## config.mk

```make
export PLATFORM = sky130hd
export DESIGN_NAME = fifo_stream_reader
export DESIGN_NICKNAME = d
export VERILOG_FILES = /design/src/rtl/fifo_pkg.sv /design/src/rtl/stream_buf.sv /design/src/rtl/fifo_stream_reader.sv
export SDC_FILE = /design/constraint.sdc
export NUM_CORES = 1
export LEC_CHECK = 0
export CORE_MARGIN = 1
export CORE_UTILIZATION = 52
export DETAILED_ROUTE_END_ITERATION = 12
export GPL_ROUTABILITY_DRIVEN = 0
export GPL_TIMING_DRIVEN = 0
export PLACE_DENSITY = 0.86
export SLEW_MARGIN = 20
export SYNTH_ARGS = -nofsm -noshare
export SYNTH_HDL_FRONTEND = slang
export SYNTH_SLANG_ARGS = --single-unit
```

## constraint.sdc

```tcl
create_clock -name clk -period 4.9 [get_ports clk]
set_input_delay 0.735 -clock clk [delete_from_list [all_inputs] [get_ports clk]]
set_output_delay 0.735 -clock clk [all_outputs]
set_load 0.005 [all_outputs]
```

## src/rtl/fifo_pkg.sv

```systemverilog
// Shared types and constants for the FIFO read-side stream adapter.
package fifo_pkg;

    localparam int unsigned DEF_DATA_WIDTH = 8;
    localparam int unsigned BUF_DEPTH_MIN  = 2;

    typedef logic [DEF_DATA_WIDTH-1:0] fifo_word_t;

endpackage

```

## src/rtl/stream_buf.sv

```systemverilog
// Circular skid buffer: captures FIFO read data at the tail, presents the head word.
module stream_buf
    import fifo_pkg::*;
#(
    parameter int unsigned DATA_WIDTH = DEF_DATA_WIDTH,
    parameter int unsigned BUF_DEPTH  = 2
) (
    input  logic                          clk,
    input  logic                          rst,
    input  logic                          capture,
    input  logic [DATA_WIDTH-1:0]         wdata,
    input  logic                          pop,
    output logic [DATA_WIDTH-1:0]         rdata,
    output logic [$clog2(BUF_DEPTH):0]    count
);

    localparam int unsigned PTR_W = $clog2(BUF_DEPTH);
    localparam int unsigned CNT_W = PTR_W + 1;

    logic [DATA_WIDTH-1:0] mem [BUF_DEPTH];
    logic [PTR_W-1:0]      head;
    logic [PTR_W-1:0]      tail;

    // Storage, pointers and occupancy; pointers wrap naturally since depth is a power of two.
    always_ff @(posedge clk or posedge rst) begin
        if (rst) begin
            for (int i = 0; i < int'(BUF_DEPTH); i++) begin
                mem[i] <= '0;
            end
            head  <= '0;
            tail  <= '0;
            count <= '0;
        end else begin
            if (capture) begin
                mem[tail] <= wdata;
                tail      <= tail + PTR_W'(1);
            end
            if (pop) begin
                head <= head + PTR_W'(1);
            end
            count <= count + CNT_W'(capture) - CNT_W'(pop);
        end
    end

    // Head word is always presented; validity is decided by the caller from count.
    always_comb begin
        rdata = mem[head];
    end

endmodule

```

## src/rtl/fifo_stream_reader.sv

```systemverilog
// Drains a registered-output FIFO into a valid/ready stream with a credit-limited read issue.
module fifo_stream_reader
    import fifo_pkg::*;
#(
    parameter int unsigned DATA_WIDTH = DEF_DATA_WIDTH,
    parameter int unsigned BUF_DEPTH  = 2,
    parameter int unsigned CNT_WIDTH  = 16
) (
    input  logic                          clk,
    input  logic                          rst,
    input  logic                          fifo_empty,
    input  logic [DATA_WIDTH-1:0]         fifo_rdata,
    output logic                          fifo_rd_en,
    output logic                          m_valid,
    input  logic                          m_ready,
    output logic [DATA_WIDTH-1:0]         m_data,
    output logic [$clog2(BUF_DEPTH):0]    buf_count,
    output logic [CNT_WIDTH-1:0]          xfer_count
);

    localparam int unsigned BCW   = $clog2(BUF_DEPTH) + 1;
    localparam int unsigned SUM_W = BCW + 1;

    logic             inflight;
    logic             pop;
    logic             issue;
    logic [SUM_W-1:0] occupied;
    logic [SUM_W-1:0] limit;

    // Read credit: buffered plus in-flight words must leave room, with a same-cycle pop
    // returning one slot. m_ready reaches fifo_rd_en combinationally by design.
    always_comb begin
        m_valid    = (buf_count != '0);
        pop        = m_valid && m_ready;
        occupied   = SUM_W'(buf_count) + SUM_W'(inflight);
        limit      = SUM_W'(BUF_DEPTH) + SUM_W'(pop);
        fifo_rd_en = !fifo_empty && (occupied < limit);
        issue      = fifo_rd_en && !fifo_empty;
    end

    // inflight marks fifo_rdata valid this cycle; xfer_count counts accepted words.
    always_ff @(posedge clk or posedge rst) begin
        if (rst) begin
            inflight   <= 1'b0;
            xfer_count <= '0;
        end else begin
            inflight <= issue;
            if (pop) begin
                xfer_count <= xfer_count + CNT_WIDTH'(1);
            end
        end
    end

    stream_buf #(
        .DATA_WIDTH (DATA_WIDTH),
        .BUF_DEPTH  (BUF_DEPTH)
    ) u_buf (
        .clk     (clk),
        .rst     (rst),
        .capture (inflight),
        .wdata   (fifo_rdata),
        .pop     (pop),
        .rdata   (m_data),
        .count   (buf_count)
    );

endmodule

```

Word level (Yosys, flattened, before mapping)
Index checks and enable logic that the tools add are counted.
{ "totals": {"wordCells": 32, "mem_bits_ro": 0, "ram_bits": 0, "register_bits": 37, "in_bits": 12, "memories": 0, "latchBits": 0} }
{ "op_classes": {"div": 0, "mux": 6, "n_bitwise": 2, "add_sub_neg": 7, "shift": 0, "n_lt_le_gt_ge": 4, "multipliers": 0, "n_reduce_logical": 6, "eq_ne": 0} }
{ "op_table": {"columns": ["operator", "count"], "rows": [
  ["$mux W8", 4],
  ["$add A16 B1 Y16 const B", 1],
  ["$bwmux W16", 1],
  ["$demux W8 S1", 1],
  ["$ge A2 B2 Y1 const B", 2],
  ["$logic_and A1 B1 Y1", 4],
  ["$not A1 Y2", 2],
  ["$add A2 B1 Y3", 1],
  ["$add A2 B1 Y3 const A", 1],
  ["$lt A3 B3 Y1", 1],
  ["$add A1 B1 Y1 const B", 2],
  ["$add A2 B1 Y2", 1],
  ["$lt A2 B1 Y1 const B", 1],
  ["$reduce_bool A2 Y1", 1],
  ["$sub A2 B1 Y2", 1],
  ["$logic_not A1 Y1", 1]
]} }

Longest topological paths before layout
{ "logic_depth": {"word_depth": 6, "depth_mapped": 7} }

By module
From an unflattened synthesis, not the netlist that was laid out.
{ "unflattened": {"cells_unflattened": 127, "area_unflattened_um2": 1705.4} }
{ "modules_own_cells": {"columns": ["mod", "area_each_um2", "n_inst", "cells_per_inst"], "rows": [
  ["stream_buf", 900.9, 1, 57],
  ["fifo_stream_reader", 804.5, 1, 70]
]} }

Least setup slack after synthesis
OpenSTA, ideal clock, no wires.
{ "synth_path": {"kind": "register -> output", "from": "register u_buf.count[0]", "to": "output port fifo_rd_en", "t_required_ns": 4.165, "stages_incl_launch_ff": 5, "t_arrival_ns": 1.201, "slack_ns": 2.964, "n_path_buf": 0, "path_cell_list": "dfrtp_1 ha_1 ha_1 o21a_1 nor3_1"} }
{ "synth_via": {"elab_chain_cells": 5, "word_cells_on_any_way": 6, "classes_between": "add/sub (2); order compare (1); reduce/logical (3)"} }
{ "synth_rtl": {"columns": ["element", "line_no", "source"], "rows": [
  ["start: declaration", "stream_buf.sv:14", "output logic [$clog2(BUF_DEPTH):0] count"],
  ["start signal: assignment", "stream_buf.sv:41", "count <= count + CNT_W'(capture) - CNT_W'(pop);"],
  ["$reduce_bool A2 Y1", "fifo_stream_reader.sv:33", "m_valid = (buf_count != '0);"],
  ["$logic_and A1 B1 Y1", "fifo_stream_reader.sv:34", "pop = m_valid && m_ready;"],
  ["$add A2 B1 Y3", "fifo_stream_reader.sv:36", "limit = SUM_W'(BUF_DEPTH) + SUM_W'(pop);"],
  ["$lt A3 B3 Y1 *", "fifo_stream_reader.sv:37", "fifo_rd_en = !fifo_empty && (occupied < limit);"],
  ["$logic_and A1 B1 Y1 *", "fifo_stream_reader.sv:37", null],
  ["end: declaration", "fifo_stream_reader.sv:13", "output logic fifo_rd_en,"]
]} }
Mark *: on every way between the ends. The rest lies on a longest branch, timed or not.

Worst setup path in the final report
{ "layout_path": {"from": "input port m_ready", "to": "output port fifo_rd_en"} }
{ "layout_via": {"elab_chain_cells": 4} }
{ "layout_rtl": {"columns": ["element", "line_no", "source"], "rows": [
  ["start: declaration", "fifo_stream_reader.sv:15", "input logic m_ready,"],
  ["$logic_and A1 B1 Y1", "fifo_stream_reader.sv:34", null],
  ["$add A2 B1 Y3", "fifo_stream_reader.sv:36", null],
  ["$lt A3 B3 Y1", "fifo_stream_reader.sv:37", null],
  ["$logic_and A1 B1 Y1", "fifo_stream_reader.sv:37", null]
]} }
No other way between the ends.

==> summary.md <==
| Metric | Value |
|---|---|
| Total of max-cap violations | `0` |
| Drt pass-1 iters | `4` |
| Crit path cell chain | `clkdlybuf4s50_1, o21ai_4, o21a_1, nor3_1, clkdlybuf4s50_1` |
| Async set or reset register ratio after synthesis | `100%` |
| RSZ-0062 raised after global routing | `false` |
| Minimum clock period after layout | `3.11 ns` |
| Global-route wire length before repair | `4720 um` |
| Sink count of the clock tree | `37` |
| Worst setup slack after layout | `1.79 ns` |
| Fin nets | `185` |
| Netlist cell types | `23` |
| Setup crit start | `m_ready` |
| Delay-heaviest family, CP | `buffers and inverters` |
| Sum of negative setup slack | `0 ns` |
| Hold Fails Final Rpt | `0` |
| Buf/Inv on CP | `2` |
| Crit path max fanout | `9` |
| CP peak stage delay | `0.56 ns` |
| H-tree depth | `2` |
| Final Setup Violations | `0` |
| Die ar. | `3400 um2` |
| Clock slew at reported path FFs | `0.10 ns` |
| Required @ worst endpoint | `4.16 ns` |
| # IOs | `40` |
| Cells after synthesis | `122` |
| Synth top cells by count | `dfrtp_1, mux2_2, xnor2_1` |
| Syn avg cell area | `13.5 um2` |
| Syn Nets | `139` |
| Clock Skews | `0.00616 ns` |
| Final HPWL DP | `2060 um` |
| Most frequent cell after synthesis | `dfrtp_1` |
| Static leakage | `0.952 nW` |
| Top-area cell type share of the netlist area | `56.2%` |
| R2R setup slack | `3.02 ns` |
| Pin count of the biggest net entering global routing | `38` |
| Status | `complete, no violations` |
| Clk_lat worst skew | `0.34 ns` |
| GR Overflow Total | `0` |
| Antenna violations before repair | `0` |
| DRT Wirelength | `2870 um` |
| R2R Path End | `u_buf.count[1]` |
| Avg WL per Cell | `13.5 um` |
| Longest Clk Path Bufs | `2` |
| Num CTS Buffers | `5` |
| Crit path capture type | `output pin` |
| Port Buffers | `39` |
| Worst slack, placed | `1.80 ns` |
| Worst min-delay path category | `flop to flop` |
| Primary FF master, synth | `dfrtp_1` |
| # Post-CTS Setup Buffers | `0` |
| Leading area contributor after synthesis | `dfrtp_1` |
| Slowest stage cell, crit path | `clkdlybuf4s50_1` |
| Period utilization | `63.5%` |
| Starting Density | `54.4%` |
| Post-synthesis cell area | `1650 um2` |
| Post-synthesis sequential area ratio | `56.2%` |
| Vias in the first global route | `1126` |
| Synthesis-stage register bit count | `37` |
| Core region area | `3030 um2` |
| Fin. max-slew vios | `0` |
| Critical path launch point type | `input port` |
| Post-synth EDFFs | `0` |
| Clock Tree Root | `clkbuf_4` |
| Fill count | `230` |
| Reg2reg path depth | `7` |
| Total Routing Usage GR | `19.0%` |
| CTS tree | `built` |
| WS Path Type | `input port to output pin` |
| Post-cts resize count | `0` |
| Worst Path Arrival | `2.38 ns` |
| Critical path depth | `5` |
| Area occupied by registers | `926 um2` |
| Hold_buf cts | `0` |
| Area of the multi-input gates | `696 um2` |
| Pwr/cell area | `561 nW/um2` |
| Slew HR | `51.5%` |
| Crit path top cell by count | `clkdlybuf4s50_1` |
| DRT iter0 DRCs | `14` |
| Die span in y | `58.3 um` |
| P&R area growth vs syn | `30.4%` |
| Worst slew pin tran | `0.726 ns` |
| Worst setup path endpoint | `fifo_rd_en` |
| Die Span X | `58.3 um` |
| Via density per instance | `5.13` |
| Fmax achieved | `321 MHz` |
| R2r startpoint | `u_buf.count[0]` |
| Via count | `1088` |
| # rows | `20` |
| ANT cells | `0` |
| Peak supply drop | `366 uV` |
| Share of layout cells above drive strength 1 | `23.2%` |
| Antenna-violating nets left | `0` |
| Dominant cells by area after synthesis | `dfrtp_1, mux2_2, xnor2_1, ha_1, xor2_1` |
| Ys Warns | `0` |
| DRC | `0` |
## worst min path at each step
stage                              start        endpoint  slack [ns]  depth (start not counted)
after floorplan               u_buf.tail      u_buf.tail        0.46                          1
after global placement    xfer_count[15]  xfer_count[15]        0.47                          1
after detailed placement  xfer_count[15]  xfer_count[15]        0.48                          1
after CTS                     u_buf.tail      u_buf.tail        0.51                          1
after global routing        u_buf.mem[3]    u_buf.mem[3]        0.52                          1
final                         u_buf.tail      u_buf.tail        0.50                          1
## cell families after synthesis
| family | after synthesis | share of synthesized area, % |
|---|---|---|
| AO/OA/AOI/OAI | 2 | 1.44 |
| XOR/XNOR | 19 | 10.1 |
| adder cells (fa/ha/maj) | 5 | 3.80 |
| buffers and inverters | 6 | 1.52 |
| flip-flops | 37 | 56.2 |
| multiplexers | 24 | 16.4 |
| AND/OR/NAND/NOR | 29 | 10.5 |
## worst reg2reg max path, stage by stage, from the launching register on
cell and delay [ns]:
dfrtp_1 0.45, o21ai_4 0.36, inv_1 0.17, ha_1 0.31
inv_1 0.04, ha_1 0.18, xnor2_1 0.18, xnor2_1 0.14
## per-stage QoR
step                      area, um2  hold WS [ns]  utilization (%)  cells  power, mW
after global placement         2090         0.466             69.1    205       1.03
after global routing           2150         0.518             70.9    212       1.28
after floorplan                1650         0.463                -    122      0.798
after CTS                      2150         0.508             70.9    212       1.22
after detailed placement       2090         0.482             69.1    205       1.06
final                          2150         0.504             70.9    212       1.21
## registers in the layout, summed over array words and instances, names as in the netlist
name	cells
u_buf.head	1
xfer_count	16
u_buf.mem	16
u_buf.count	2
u_buf.tail	1
inflight	1
## layout make-up
type,instances,area share (%)
flip-flops and latches,37,43.1
multi-input cells,79,32.4
repair buffers,39,18.2
clock buffers,7,2.56
well taps,44,2.56
inverters,4,0.699
plain buffers,2,0.466
## placed cells by master (no fill, tap or decap), drive strengths merged
cell type       n
and3            2
and4            2
buf             2
clkbuf          7
clkdlybuf4s50  39
dfrtp          37
ha              5
inv             4
mux2           24
nand2          10
nand3           3
nand4           4
nor2            2
nor2b           1
nor3            3
o21a            1
o21ai           1
or2             2
xnor2          14
xor2            5
## where the power goes
part           internal [mW]  switching (mW)
logic                  0.350           0.179
registers              0.421          0.0957
clock network         0.0677          0.0907
total                  0.839           0.366
## layer usage
layer | share of wire, % | GRT usage [%] | routed length (um) | vias up
met5 | 0 | 0 | 0 | -
li1 | - | - | - | 507
met1 | 44 | 20.6 | 1250 | 545
met2 | 50 | 34.3 | 1430 | 32
met3 | 5.3 | 6.47 | 151 | 4
met4 | 1.2 | 7.14 | 35 | 0
No activity file was read; power rests on OpenSTA's default activity.
